[config.mk]
export PLATFORM = sky130hd
export DESIGN_NAME = load_store_unit
export DESIGN_NICKNAME = d
export VERILOG_FILES = /design/src/rtl/lsu_pkg.sv /design/src/rtl/lsu_align.sv /design/src/rtl/load_store_unit.sv
export SDC_FILE = /design/constraint.sdc
export NUM_CORES = 1
export LEC_CHECK = 0
export CORE_MARGIN = 2
export CORE_UTILIZATION = 46
export CTS_CLUSTER_DIAMETER = 80
export DETAILED_ROUTE_END_ITERATION = 8
export PLACE_DENSITY = 0.9
export SYNTH_ARGS = -nofsm -noshare
export SYNTH_HDL_FRONTEND = slang
export SYNTH_SLANG_ARGS = --single-unit
[constraint.sdc]
create_clock -name clk -period 7.4 [get_ports clk]
set_input_delay 1.11 -clock clk [delete_from_list [all_inputs] [get_ports clk]]
set_output_delay 1.11 -clock clk [all_outputs]
set_load 0.005 [all_outputs]
[src/rtl/lsu_pkg.sv]
// Shared definitions for the load/store unit: funct3 encodings, FSM states and
// byte-lane helpers used by both the datapath and the control FSM.
package lsu_pkg;

    localparam logic [2:0] F3_B  = 3'b000;
    localparam logic [2:0] F3_H  = 3'b001;
    localparam logic [2:0] F3_W  = 3'b010;
    localparam logic [2:0] F3_BU = 3'b100;
    localparam logic [2:0] F3_HU = 3'b101;

    typedef enum logic [1:0] {IDLE, ISSUE, WAIT, RESP} lsu_state_t;

    function automatic logic f3_legal(input logic wr, input logic [2:0] f3);
        if (wr)
            return (f3 == F3_B) || (f3 == F3_H) || (f3 == F3_W);
        return (f3 == F3_B) || (f3 == F3_H) || (f3 == F3_W) ||
               (f3 == F3_BU) || (f3 == F3_HU);
    endfunction

    // f3[1:0] encodes access size for every legal code: 00 byte, 01 half, 10 word
    function automatic logic is_misaligned(input logic [2:0] f3, input logic [1:0] a);
        return ((f3[1:0] == 2'b01) && a[0]) || ((f3[1:0] == 2'b10) && (a != 2'b00));
    endfunction

    function automatic logic [1:0] align_lo(input logic [2:0] f3, input logic [1:0] a);
        case (f3[1:0])
            2'b01:   return {a[1], 1'b0};
            2'b10:   return 2'b00;
            default: return a;
        endcase
    endfunction

    function automatic logic [3:0] store_be(input logic [2:0] f3, input logic [1:0] a);
        case (f3[1:0])
            2'b00:   return 4'b0001 << a;
            2'b01:   return a[1] ? 4'b1100 : 4'b0011;
            default: return 4'b1111;
        endcase
    endfunction

endpackage

[src/rtl/lsu_align.sv]
// Combinational lane logic: store byte enables / data replication and load
// lane extraction with sign or zero extension.
module lsu_align
    import lsu_pkg::*;
(
    input  logic [2:0]  funct3_i,
    input  logic [1:0]  addr_lo_i,
    input  logic [31:0] st_data_i,
    input  logic [31:0] ld_word_i,
    output logic [3:0]  be_o,
    output logic [31:0] st_data_o,
    output logic [31:0] ld_data_o
);

    logic [7:0]  ld_byte;
    logic [15:0] ld_half;

    always_comb begin
        be_o = store_be(funct3_i, addr_lo_i);
        case (funct3_i[1:0])
            2'b00:   st_data_o = {4{st_data_i[7:0]}};
            2'b01:   st_data_o = {2{st_data_i[15:0]}};
            default: st_data_o = st_data_i;
        endcase
    end

    always_comb begin
        case (addr_lo_i)
            2'b00:   ld_byte = ld_word_i[7:0];
            2'b01:   ld_byte = ld_word_i[15:8];
            2'b10:   ld_byte = ld_word_i[23:16];
            default: ld_byte = ld_word_i[31:24];
        endcase
        ld_half = addr_lo_i[1] ? ld_word_i[31:16] : ld_word_i[15:0];
        case (funct3_i)
            F3_B:    ld_data_o = {{24{ld_byte[7]}}, ld_byte};
            F3_BU:   ld_data_o = {24'h0, ld_byte};
            F3_H:    ld_data_o = {{16{ld_half[15]}}, ld_half};
            F3_HU:   ld_data_o = {16'h0, ld_half};
            default: ld_data_o = ld_word_i;
        endcase
    end

endmodule

[src/rtl/load_store_unit.sv]
// Load/store stage between the MEM state and a synchronous data RAM.
// Optional LSU_MISALIGN_TRAP_EN turns misaligned half/word accesses into errors.
module load_store_unit
    import lsu_pkg::*;
#(
    parameter int ADDR_W      = 9,
    parameter int DATA_W      = 32,
    parameter int RAM_LATENCY = 1
) (
    input  logic              clk,
    input  logic              rst,
    input  logic              req_valid,
    input  logic              req_write,
    input  logic [2:0]        req_funct3,
    input  logic [31:0]       req_addr,
    input  logic [DATA_W-1:0] req_wdata,
    output logic              req_ready,
    output logic              resp_valid,
    output logic [DATA_W-1:0] resp_rdata,
    output logic              resp_err,
    output logic              mem_re,
    output logic              mem_we,
    output logic [3:0]        mem_be,
    output logic [ADDR_W-1:0] mem_addr,
    output logic [DATA_W-1:0] mem_wdata,
    input  logic [DATA_W-1:0] mem_rdata
);

    localparam logic [2:0] CNT_LAST = 3'(RAM_LATENCY - 1);

    lsu_state_t        state_q, state_d;
    logic [ADDR_W-1:0] addr_q, addr_d;
    logic [1:0]        lo_q, lo_d;
    logic [2:0]        f3_q, f3_d;
    logic              wr_q, wr_d;
    logic [31:0]       wdata_q, wdata_d;
    logic              err_q, err_d;
    logic [2:0]        cnt_q, cnt_d;
    logic [31:0]       rdata_q, rdata_d;

    logic              acc_err;
    logic [3:0]        be;
    logic [31:0]       st_rep;
    logic [31:0]       ld_data;
    logic              unused_addr_hi;

    // Address bits above the RAM window wrap silently
    assign unused_addr_hi = ^req_addr[31:ADDR_W+2];

`ifdef LSU_MISALIGN_TRAP_EN
    assign acc_err = !f3_legal(req_write, req_funct3) || is_misaligned(req_funct3, req_addr[1:0]);
`else
    assign acc_err = !f3_legal(req_write, req_funct3);
`endif

    lsu_align u_align (
        .funct3_i  (f3_q),
        .addr_lo_i (lo_q),
        .st_data_i (wdata_q),
        .ld_word_i (mem_rdata),
        .be_o      (be),
        .st_data_o (st_rep),
        .ld_data_o (ld_data)
    );

    always_comb begin
        state_d = state_q;
        addr_d  = addr_q;
        lo_d    = lo_q;
        f3_d    = f3_q;
        wr_d    = wr_q;
        wdata_d = wdata_q;
        err_d   = err_q;
        cnt_d   = cnt_q;
        rdata_d = rdata_q;
        case (state_q)
            IDLE: begin
                if (req_valid) begin
                    addr_d  = req_addr[ADDR_W+1:2];
                    // Without the trap, low bits are forced to natural alignment
                    lo_d    = align_lo(req_funct3, req_addr[1:0]);
                    f3_d    = req_funct3;
                    wr_d    = req_write;
                    wdata_d = req_wdata;
                    err_d   = acc_err;
                    state_d = acc_err ? RESP : ISSUE;
                end
            end
            ISSUE: begin
                cnt_d   = '0;
                state_d = wr_q ? RESP : WAIT;
            end
            WAIT: begin
                if (cnt_q == CNT_LAST) begin
                    rdata_d = ld_data;
                    state_d = RESP;
                end else begin
                    cnt_d = cnt_q + 3'd1;
                end
            end
            RESP:    state_d = IDLE;
            default: state_d = IDLE;
        endcase
    end

    always_ff @(posedge clk or posedge rst) begin
        if (rst) begin
            state_q <= IDLE;
            addr_q  <= '0;
            lo_q    <= '0;
            f3_q    <= '0;
            wr_q    <= 1'b0;
            wdata_q <= '0;
            err_q   <= 1'b0;
            cnt_q   <= '0;
            rdata_q <= '0;
        end else begin
            state_q <= state_d;
            addr_q  <= addr_d;
            lo_q    <= lo_d;
            f3_q    <= f3_d;
            wr_q    <= wr_d;
            wdata_q <= wdata_d;
            err_q   <= err_d;
            cnt_q   <= cnt_d;
            rdata_q <= rdata_d;
        end
    end

    // Strobes decode straight from state so an async reset kills them immediately
    assign req_ready  = (state_q == IDLE);
    assign resp_valid = (state_q == RESP);
    assign resp_err   = resp_valid & err_q;
    assign resp_rdata = rdata_q;
    assign mem_re     = (state_q == ISSUE) & ~wr_q;
    assign mem_we     = (state_q == ISSUE) & wr_q;
    assign mem_be     = mem_we ? be : 4'b0000;
    assign mem_addr   = addr_q;
    assign mem_wdata  = st_rep;

endmodule

-- Word-level counts from Yosys, hierarchy flattened
Index checks and enable logic that the tools add are counted.
- bits of input ports: 103
- flip-flop bits (word level): 85
- word-level logic and storage cells: 67
- output and inout bits: 82
- multiplexer cells: 18
- shifts and indexed selects: 1
- add/sub/neg operators: 1
- equality and inequality tests: 18
- bitwise logic cells: 4
- reductions and logical operators: 16
- operator list (operator ; count):
    $pmux 32 s4 ; 1
    $pmux 32 s2 ; 1
    $pmux 8 s3 ; 1
    $mux 16 ; 1
    $eq 3x3->1 const B ; 4
    $logic_not 3->1 ; 3
    $eq 2x1->1 const B ; 4
    $eq 2x2->1 const B ; 4
    $mux 4 ; 2
    $pmux 2 s4 ; 1
    $pmux 4 s2 ; 1
    $reduce_and 2->1 ; 4
    $eq 3x1->1 const B ; 2
    $logic_not 2->1 ; 3
    $mux 2 ; 3
    $ne 2x2->1 const B ; 3
    $pmux 3 s2 ; 1
    $logic_or 1x1->1 ; 4
    $mux 1 ; 4
    $pmux 2 s2 ; 1
    $shl 1x2->4 const A ; 1
    $add 3x1->3 const B ; 1
    $and 1x1->1 ; 3
    $eq 3x2->1 const B ; 1
    4 further kinds ; 4

-- Depth between registers and ports, before layout
- depth after elaboration: 9
- gate-level depth with buffers: 7
- depth with buffers taken out: 6

-- Hierarchy
A second synthesis with hierarchy kept.
- cell total of the unflattened synthesis: 430
- area, all modules: 5058.6 um^2
- modules (own cells, without submodules) (module ; area each (um^2) ; cells each ; sequential area each (um^2) ; times used):
    load_store_unit ; 3713.6 ; 231 ; 2127.0 ; 1
    lsu_align ; 1345.0 ; 199 ; 0.0 ; 1

-- Least setup slack after synthesis
Ideal clock, no wire load.
- kind: register -> output
- from: register f3_q[1]
- to: output mem_wdata[10]
- stages on the path, launching flop included: 5
- arrival time: 1.187 ns
- setup slack: 5.103 ns
- data required time: 6.290 ns
- buffers on the path: 2
- path through: dfrtp_1 > clkbuf_1 > nor2_1 > buf_2 > mux2_2
- word-level cells in the longest chain between the ends: 2
- elaborated cells on any way between the ends: 3
- classes of those cells: eq/ne: 1; mux: 1; reduce/logical: 1
- RTL lines (element ; line ; RTL):
    from (decl) ; load_store_unit.sv:34 ; logic [2:0] f3_q, f3_d;
    from (signal assigned) ; load_store_unit.sv:111 ; f3_q <= '0;
    from (signal assigned) ; load_store_unit.sv:121 ; f3_q <= f3_d;
    $eq 2x1->1 or $logic_not 2->1 (tied branches) ; lsu_align.sv:20 ; case (funct3_i[1:0])
    $pmux 32 s2 * ; lsu_align.sv:20 ;
    to (decl) ; load_store_unit.sv:25 ; output logic [DATA_W-1:0] mem_wdata,
Mark *: on every way between the ends. The rest lies on a longest branch, timed or not.

-- Final worst setup path
- from: register f3_q[0]
- to: output mem_wdata[12]
Same word-level chain as after synthesis.

==> impl_metrics.ini <==
[synthesis]
ys_async_sr_fraction_pct = 100.0
synth_top_area_share_pct = 48.59
synthTopCellsByCount = 85 x dfrtp_1, 67 x mux2_2, 43 x nand2_1, 30 x nand3_1, 28 x o21ai_0
ys.flop_type = dfrtp_1
synth.distinct_cells = 39
netlist_area_um2 = 4378
yosys_warnings = 0
synth_seq_cells = 85
yosys-top-cells-area = dfrtp_1 49%, mux2_2 17%, nand2_1 3.7%, nand3_1 3.4%, o21ai_0 3.2%
synth.most_common_cell = dfrtp_1
syn-instance-count = 404
yosysSeqAreaShare_pct = 48.59
syn_avg_cell_area_um2 = 10.84
synth.largest_area_cell = dfrtp_1
syn-num-nets = 516
synth_edf_count = 0

[layout]
area_growth_pct = 41.21
diodes = 0
multi_input_area_um2 = 2001
nNetsFinal = 661
seqCellArea_um2 = 2128
utilization_pct = 66.91
drive_gt1_share_pct = 17.57
fillCellCount = 680

[global_route]
grt_max_degree = 86
antenna_found_initial = 0
grt.overflow.total = 0
grt.total_usage_pct = 24.01
grt_pass1_vias = 3998
grt_pass1_wl_mm = 19.33

[setup_path]
path_max_fanout = 16
cp-start-kind = flop
rr_startpoint = f3_q[0]
reg2reg_depth = 5
cp.required_ps = 6290
crit_type = reg2out
reg2reg_setup_slack_ps = 4840
arrival_ps = 2940
r2r-end = resp_rdata[3]
critPathCaptureType = primary output

[pwr]
ir_worst_vdd_v = 0.0002597
leakage_nw = 2.611
powerDensity_nw_per_um2 = 414.5

[clock_network]
cts_buffers = 9
insertion_delay_ps = 350
root_buffer = clkbuf_8
ctsHoldBuffers = 0
cts_tree = done
cts_resized = 0
htreeDepth = 3
cts_sinks = 85
path_clk_slew_ps = 80
cts_setup_buffers = 0
cts_buffer_depth = 2

[status]
status = completed

[worst_hold_path]
hold_depth = 2
holdCritStartpoint = err_q
whs_endpoint = err_q
hold_path.class = reg2reg

[drt]
route.vias.total = 3707
vias_per_cell = 5.443
drc_errors = 0
routed_wl_mm = 12.06
ant_nets = 0
drt_first_pass_iters = 6
drt_iter0_drc = 183
wire_per_inst_um = 17.70

[die]
die-width_um = 101.6
die_area_um2 = 10310
start_util_pct = 47.38
core_area_um2 = 9240
row_count = 35
io_pins = 185
dieHeight_um = 101.6

[timing]
hold_violations = 0
tns_ps = 0
fmax_ghz = 0.2471
slew_headroom_pct = 29.04
timing.final.crit_share_pct = 54.68
final-max-slew-violation-count = 0
worst_pin_slew_ps = 1064
finClkSkew_ps = 11.15
grt_setup_unrepaired = false
setup_violations = 0
min_period_ps = 4047

[place]
portBuffers = 163
gp_congestion = 0.8205
place_hpwl_mm = 8.788

[job]
cap_violations = 0
## critical path, stage by stage (launching register included)
cell	delay, ps
dfrtp_1	610
buf_4	310
nor2_1	780
mux2_2	430
clkdlybuf4s50_1	460
## through the flow
stage          hold WS (ps)  area (um^2)  power, mW  cells  worst slack [ps]
2_1_floorplan         442.4         4378      1.586    404              4097
3_3_place_gp          457.7         6028      2.229    667              3738
3_5_place_dp          467.0         6028      2.288    667              3706
4_1_cts               484.6         6182      2.580    681              3325
5_1_grt               512.2         6182      2.736    681              3187
6_report              482.7         6182      2.563    681              3353
## power breakdown
part           switching (mW)  internal, mW
Clock                   0.167         0.116
Combinational           0.582         0.831
Sequential              0.179         0.688
Total                   0.927          1.64
## worst max-delay path by stage
stage,slack [ps],start,endpoint,cells after the start
6_report,3350,f3_q[0],mem_wdata[12],4
5_1_grt,3190,f3_q[0],mem_wdata[15],4
4_1_cts,3320,f3_q[0],mem_wdata[12],4
3_5_place_dp,3710,f3_q[0],mem_wdata[12],4
3_3_place_gp,3740,f3_q[0],mem_wdata[15],4
2_1_floorplan,4100,rst,cnt_q[0],1
## cells by family (layout without fill, tap and decap cells)
kind of cell | after synthesis | in the layout | synth area share, %
and+or+nand+nor | 106 | 106 | 11.15
DFF | 85 | 85 | 48.59
muxes | 77 | 77 | 19.81
AOI/OAI and AO/OA | 76 | 76 | 12.12
buffers and inverters | 51 | 199 | 5.773
adders and majority gates | 9 | 9 | 2.572
## placed cells by master (no fill, tap or decap), types with 2 or more instances in the layout
cell	n
clkinv_2	4
ha_1	9
a222oi_1	7
a22oi_1	9
o21ai_0	28
nand3_1	30
clkinvlp_4	2
clkdlybuf4s50_1	163
nor3_1	4
nor2b_1	4
nand2_1	42
mux2i_1	9
a22o_1	8
inv_1	15
buf_4	6
clkbuf_8	9
nor2_1	16
dfrtp_1	84
mux2_2	67
and2_1	4
a21oi_1	12
## final cells by class
class / count / share of cell area, %
Clock buffer: 9 / 2.004
Timing Repair Buffer: 169 / 27.12
Tap cell: 129 / 2.611
Sequential cell: 85 / 34.43
Clock inverter: 5 / 0.4857
Multi-Input combinational cell: 268 / 32.36
Inverter: 16 / 0.9917
## registers in the layout, indices dropped and copies added (netlist names)
register and flops:
resp_rdata 32, mem_addr 9, cnt_q 3, wdata_q 32
lo_q 2, state_q 2, wr_q 1, err_q 1
f3_q 3
## metal layers
metal  up-vias  share of wire (%)  track usage [%]
met3        23                7.5            6.556
li1       1718                  -                -
met1      1795                 40            28.66
met5         -                  0                0
met2       171                 50            41.24
met4         0                2.5            9.252
No activity file was read; power rests on OpenSTA's default activity.
